===== src/rtl/ibex_fp_pkg.sv =====
// Shared FPU types: opcode enum, writeback sequencer states and fflags bit positions.
package ibex_fp_pkg;

   typedef enum logic [4:0] {
      FPU_NOP,
      FPU_ADD,
      FPU_SUB,
      FPU_MUL,
      FPU_DIV,
      FPU_SQRT,
      FPU_MADD,
      FPU_NMADD,
      FPU_MSUB,
      FPU_NMSUB,
      FPU_SGNJ,
      FPU_SGNJN,
      FPU_SGNJX,
      FPU_MIN,
      FPU_MAX,
      FPU_CMP_EQ,
      FPU_CMP_LT,
      FPU_CMP_LE,
      FPU_FLOAT2INT,
      FPU_FLOAT2INT_U,
      FPU_INT2FLOAT,
      FPU_INT2FLOAT_U,
      FPU_MOVE_FLOAT2INT,
      FPU_MOVE_INT2FLOAT,
      FPU_CLASS
   } fpu_op_e;

   typedef enum logic [1:0] {
      IDLE,
      EXEC,
      WB
   } fpu_wb_state_e;

   // Bit positions inside fflags {NV,DZ,OF,UF,NX}
   localparam int unsigned FFLAG_NV = 4;
   localparam int unsigned FFLAG_DZ = 3;
   localparam int unsigned FFLAG_OF = 2;
   localparam int unsigned FFLAG_UF = 1;
   localparam int unsigned FFLAG_NX = 0;

   function automatic logic fpu_op_is_int_dest(input fpu_op_e op);
      logic res;
      case (op)
         FPU_FLOAT2INT, FPU_FLOAT2INT_U, FPU_MOVE_FLOAT2INT,
         FPU_CMP_EQ, FPU_CMP_LT, FPU_CMP_LE, FPU_CLASS: res = 1'b1;
         default:                                       res = 1'b0;
      endcase
      return res;
   endfunction

   // Sign injection, moves and classify never raise exceptions.
   function automatic logic fpu_op_sets_flags(input fpu_op_e op);
      logic res;
      case (op)
         FPU_SGNJ, FPU_SGNJN, FPU_SGNJX,
         FPU_MOVE_FLOAT2INT, FPU_MOVE_INT2FLOAT, FPU_CLASS: res = 1'b0;
         default:                                          res = 1'b1;
      endcase
      return res;
   endfunction

endpackage


===== src/rtl/ibex_fpu_wb_ctrl_fflags_acc.sv =====
// Sticky RISC-V exception flags fed from the DesignWare status word of the active unit.
module ibex_fpu_fflags_acc
   import ibex_fp_pkg::*;
(
   input  logic       clk_i,
   input  logic       rst_ni,
   input  logic       capture_i,
   input  logic [7:0] status_i,
   input  logic       clr_i,
   output logic [4:0] fflags_o
);

   logic [4:0] mapped;

   always_comb begin
      mapped           = '0;
      mapped[FFLAG_NV] = status_i[2];
      mapped[FFLAG_DZ] = status_i[7];
      mapped[FFLAG_OF] = status_i[4];
      mapped[FFLAG_UF] = status_i[3];
      mapped[FFLAG_NX] = status_i[5];
   end

   // A clear coinciding with a capture keeps only the new flags.
   always_ff @(posedge clk_i) begin
      if (!rst_ni) begin
         fflags_o <= '0;
      end else if (capture_i) begin
         fflags_o <= (clr_i ? 5'b0 : fflags_o) | mapped;
      end else if (clr_i) begin
         fflags_o <= '0;
      end
   end

endmodule


===== src/rtl/ibex_fpu_wb_ctrl.sv =====
// Issue/writeback sequencer for the combinational FPU datapath.
// Define FPU_FFLAGS_EN to build the sticky exception flag accumulator.
module ibex_fpu_wb_ctrl
   import ibex_fp_pkg::*;
#(
   parameter int unsigned DIV_LATENCY  = 4,
   parameter int unsigned SQRT_LATENCY = 4,
   parameter int unsigned MAC_LATENCY  = 2,
   parameter int unsigned BASE_LATENCY = 1
) (
   input  logic        clk_i,
   input  logic        rst_ni,
   input  logic        req_valid_i,
   output logic        req_ready_o,
   input  fpu_op_e     req_op_i,
   input  logic [4:0]  req_rd_i,
   input  logic [2:0]  req_rnd_i,
   input  logic        flush_i,
   output fpu_op_e     fpu_op_o,
   output logic [2:0]  fpu_rnd_o,
   input  logic [31:0] fpu_wdata_i,
   input  logic [7:0]  fpu_status_i,
   output logic        wb_valid_o,
   input  logic        wb_ready_i,
   output logic        wb_fp_we_o,
   output logic        wb_int_we_o,
   output logic [4:0]  wb_rd_o,
   output logic [31:0] wb_data_o,
   input  logic        fflags_clr_i,
   output logic [4:0]  fflags_o,
   output logic        busy_o
);

   localparam int unsigned MaxLat01 = (DIV_LATENCY > SQRT_LATENCY) ? DIV_LATENCY : SQRT_LATENCY;
   localparam int unsigned MaxLat23 = (MAC_LATENCY > BASE_LATENCY) ? MAC_LATENCY : BASE_LATENCY;
   localparam int unsigned MaxLat   = (MaxLat01 > MaxLat23) ? MaxLat01 : MaxLat23;
   localparam int unsigned CntW     = (MaxLat > 1) ? $clog2(MaxLat) : 1;

   function automatic logic [CntW-1:0] latency_m1(input fpu_op_e op);
      int unsigned lat;
      case (op)
         FPU_DIV:                                lat = DIV_LATENCY;
         FPU_SQRT:                               lat = SQRT_LATENCY;
         FPU_MADD, FPU_NMADD, FPU_MSUB, FPU_NMSUB: lat = MAC_LATENCY;
         default:                                lat = BASE_LATENCY;
      endcase
      return CntW'(lat - 1);
   endfunction

   fpu_wb_state_e   state_q;
   fpu_op_e         op_q;
   logic [4:0]      rd_q;
   logic [CntW-1:0] cnt_q;

   assign req_ready_o = (state_q == IDLE);
   assign busy_o      = (state_q != IDLE);

   always_ff @(posedge clk_i) begin
      if (!rst_ni) begin
         state_q     <= IDLE;
         op_q        <= FPU_NOP;
         rd_q        <= '0;
         cnt_q       <= '0;
         fpu_op_o    <= FPU_NOP;
         fpu_rnd_o   <= '0;
         wb_valid_o  <= 1'b0;
         wb_fp_we_o  <= 1'b0;
         wb_int_we_o <= 1'b0;
         wb_rd_o     <= '0;
         wb_data_o   <= '0;
      end else begin
         unique case (state_q)
            IDLE: begin
               // NOP is accepted but never leaves IDLE; flush blocks the accept.
               if (!flush_i && req_valid_i && (req_op_i != FPU_NOP)) begin
                  op_q      <= req_op_i;
                  rd_q      <= req_rd_i;
                  cnt_q     <= latency_m1(req_op_i);
                  fpu_op_o  <= req_op_i;
                  fpu_rnd_o <= req_rnd_i;
                  state_q   <= EXEC;
               end
            end
            EXEC: begin
               if (flush_i) begin
                  fpu_op_o  <= FPU_NOP;
                  fpu_rnd_o <= '0;
                  state_q   <= IDLE;
               end else if (cnt_q == '0) begin
                  wb_data_o   <= fpu_wdata_i;
                  wb_rd_o     <= rd_q;
                  wb_int_we_o <= fpu_op_is_int_dest(op_q);
                  wb_fp_we_o  <= !fpu_op_is_int_dest(op_q);
                  wb_valid_o  <= 1'b1;
                  fpu_op_o    <= FPU_NOP;
                  fpu_rnd_o   <= '0;
                  state_q     <= WB;
               end else begin
                  cnt_q <= cnt_q - 1'b1;
               end
            end
            WB: begin
               if (flush_i || wb_ready_i) begin
                  wb_valid_o  <= 1'b0;
                  wb_fp_we_o  <= 1'b0;
                  wb_int_we_o <= 1'b0;
                  state_q     <= IDLE;
               end
            end
            default: state_q <= IDLE;
         endcase
      end
   end

`ifdef FPU_FFLAGS_EN
   logic flag_capture;
   assign flag_capture = (state_q == EXEC) && (cnt_q == '0) && !flush_i &&
                         fpu_op_sets_flags(op_q);

   ibex_fpu_fflags_acc u_fflags (
      .clk_i     (clk_i),
      .rst_ni    (rst_ni),
      .capture_i (flag_capture),
      .status_i  (fpu_status_i),
      .clr_i     (fflags_clr_i),
      .fflags_o  (fflags_o)
   );
`else
   logic unused_flag_inputs;
   assign unused_flag_inputs = ^{fpu_status_i, fflags_clr_i};
   assign fflags_o = '0;
`endif

endmodule

===== config.mk =====
export PLATFORM = sky130hd
export DESIGN_NAME = ibex_fpu_wb_ctrl
export DESIGN_NICKNAME = d
export VERILOG_FILES = /design/src/rtl/ibex_fp_pkg.sv /design/src/rtl/ibex_fpu_wb_ctrl_fflags_acc.sv /design/src/rtl/ibex_fpu_wb_ctrl.sv
export SDC_FILE = /design/constraint.sdc
export NUM_CORES = 1
export LEC_CHECK = 0
export ABC_CLOCK_PERIOD_IN_PS = 4700
export BUFFER_PORTS_ARGS = -buffer_cell sky130_fd_sc_hd__clkbuf_2
export CAP_MARGIN = 25
export CORE_AREA = 2 2 88 90
export CTS_BUF_LIST = sky130_fd_sc_hd__clkbuf_16
export DETAILED_ROUTE_END_ITERATION = 8
export DIE_AREA = 0 0 90 92
export GPL_ROUTABILITY_DRIVEN = 0
export HOLD_SLACK_MARGIN = 0.1
export SETUP_SLACK_MARGIN = 0.02
export SYNTH_ARGS = -nofsm -noshare
export SYNTH_HDL_FRONTEND = slang
export SYNTH_SLANG_ARGS = --single-unit

===== constraint.sdc =====
create_clock -name clk_i -period 4.7 [get_ports clk_i]
set_clock_uncertainty 0.15 [all_clocks]
set_input_delay 0.94 -clock clk_i [delete_from_list [all_inputs] [get_ports clk_i]]
set_output_delay 0.94 -clock clk_i [all_outputs]
set_load 0.05 [all_outputs]

==> out/results.ini <==
[pwr]
p_seq_share_pct = 42.0
peakVddDrop_mv = 0.187
intPower_mw = 0.988
p_sw_share_pct = 25.2
p_sw_mw = 0.333
p_comb_share_pct = 11.2
p_per_area_mw_per_mm2 = 405
leakage_nw = 1.41
p_clk_share_pct = 46.9

[global_routing]
grt_start_max_net_pins = 40
grt.overflow.total = 0
grt_pass1_wl_um = 9560
grt_use_total_pct = 14.3
grt_pass1_vias = 2098
grt_antenna_before_repair = 0

[placed_design]
dp_cells = 476
dpl.hpwl_um = 3950
io_buffers = 99

[drt]
drt_iter0_markers = 96
via_per_inst = 4.60
routed_wl_um = 5850
vias = 2262
drc = 0
wl_per_cell_um = 11.9
antenna_left = 0
dr.pass1.iters = 4

[clock_network]
hold_buffers = 0
clock_path_buffers = 2
ctsResizeCount = 0
clk_latency_ps = 310
post-cts-setup-buffers = 0
cts.sinks = 62
cts_tree = yes
clk_pin_slew_ps = 50
ctsRootBufferMaster = clkbuf_16
htreeDepth = 3
cts_made_buffers = 9

[yosys]
synth-async-reset-ratio_pct = 0
synth_edf_count = 0
synth_mux_area_share_pct = 3.76
synth-seq-area-share_pct = 51.1
synth_top_family_by_area = simple AND/OR/NAND/NOR gates
synth.yosys.warnings = 0
ys_ff_latch = 62
syn-instance-count = 289
synthAdderAreaFrac_pct = 0
avgSynthCellArea_sq_um = 8.40
synthXorXnorAreaFrac_pct = 0
syn-cell-area_sq_mm = 0.00243
synth-compound-area-share_pct = 18.1
yosys.cell_types.count = 39
synth_ff_type = dfxtp_1
synthSimpleGateAreaFrac_pct = 21.5

[layout]
area_growth_pct = 34.3
final_common_cell = clkbuf_2
layout_common_cells = clkbuf_2 (99), nand2_1 (90), dfxtp_1 (62), a21oi_1 (42), nor2_1 (14)
layout.nets = 444
fin_cells = 492
drive_gt1_share_pct = 31.5
diodes = 0

[sta]
report.final.hold_viol_count = 0
setup_viol = 0
layout_min_cycle_time_ps = 2740
tightest_slew_ps = 751
rsz0062_at_grt = false
fin_tns_setup_ps = 0
hold_ws_ps = 296
max_freq_mhz = 365
fin_crit_sh_pct = 58.3
finalMaxSlewViolations = 0
max-slew-margin-rel_pct = 49.8

[setup_path]
worstSetupPathType = primary input to register
required_ps = 4730
rr_startpoint = state_q[0]
cp_max_fo = 12
cp-end-kind = register
cp.arrival_ps = 2770
critPathLaunch = req_op_i[1]
start_kind = primary input

[hold_path]
min_from = fpu_op_o[1]
min-delay-path-class = register to register

[status]
status = completed

[floorplan]
ios = 114
core-area_sq_mm = 0.00745
initial_utilization_pct = 32.6
rows = 32
die_h_um = 92
die_area_sq_mm = 0.00828
fp.dieW_um = 90

[run]
cap_violations = 0

-- layout make-up --
type	count	area, sq um
Clock buffer	9	225
Clock inverter	7	57.6
Fill cell	782	4190
Inverter	4	15.0
Multi-Input combinational cell	206	1080
Sequential cell	62	1240
Tap cell	102	128
Timing Repair Buffer	102	518
-- path summary, 6_finish.rpt --
check / to / slack [ps] / cells past startpoint
setup reg to reg: fpu_rnd_o[2] / 2510 / 4
hold / removal: fpu_op_o[1] / 300 / 2
hold reg to reg: fpu_op_o[1] / 300 / 2
setup / recovery: fpu_rnd_o[2] / 1960 / 5
-- power groups by stage --
stage / registers [mW] / clock network [mW] / logic [mW]
floorplan: 0.600 / 0 / 0.0687
global placement: 0.564 / 0 / 0.147
detailed placement: 0.565 / 0 / 0.148
CTS: 0.554 / 0.637 / 0.149
global route: 0.556 / 0.661 / 0.159
finish: 0.554 / 0.619 / 0.147
-- stage by stage --
step / power (mW) / setup WS [ps] / cell area (sq um) / util (%)
after floorplan: 0.669 / 1830 / 2440 / -
after global placement: 0.711 / 1630 / 2980 / 40.0
after detailed placement: 0.713 / 1620 / 2980 / 40.0
after CTS: 1.34 / 1950 / 3260 / 43.8
after global routing: 1.38 / 1840 / 3260 / 43.8
final: 1.32 / 1960 / 3260 / 43.8
-- cell usage after synthesis, types with 2 or more instances --
library cell	count	share of area, %
inv_1	3	0.46
a21oi_1	42	8.7
buf_2	6	1.2
o211ai_1	2	0.62
nor2_1	14	2.2
buf_4	6	1.9
o22ai_1	3	0.77
nand2_1	90	14
nor3_1	2	0.41
o2bb2ai_1	8	2.9
nand3_1	5	1.0
nand2b_1	4	1.0
or4_1	2	0.62
mux2i_1	8	3.3
clkbuf_1	8	1.2
dfxtp_1	62	51
o211ai_2	2	1.0
-- cell families after synthesis --
| group | after synthesis |
|---|---|
| compound gates | 68 |
| other cells | 1 |
| mux | 9 |
| buf+inv | 25 |
| flops | 62 |
| simple gates | 124 |
-- routing by layer --
metal  GRT usage (%)  vias to the layer above  routed length [um]
met2            24.0                       65                2710
met1            16.8                     1025                2690
met5               0                        -                   0
met4            7.31                        0                  99
met3            3.86                        8                 354
li1                -                     1164                   -
-- critical path, stage by stage --
cell and delay (ps):
clkbuf_2 130, or4_4 550, o211ai_2 620, nor2_1 310, o2bb2ai_1 210
-- flip-flops by register name (all words and copies together), names as in the netlist --
| signal | count |
|---|---|
| cnt_q | 2 |
| fpu_op_o | 5 |
| fpu_rnd_o | 3 |
| op_q | 5 |
| rd_q | 5 |
| state_q | 2 |
| wb_data_o | 32 |
| wb_fp_we_o | 1 |
| wb_int_we_o | 1 |
| wb_rd_o | 5 |
| wb_valid_o | 1 |
Power figures use the tool's default switching activity.
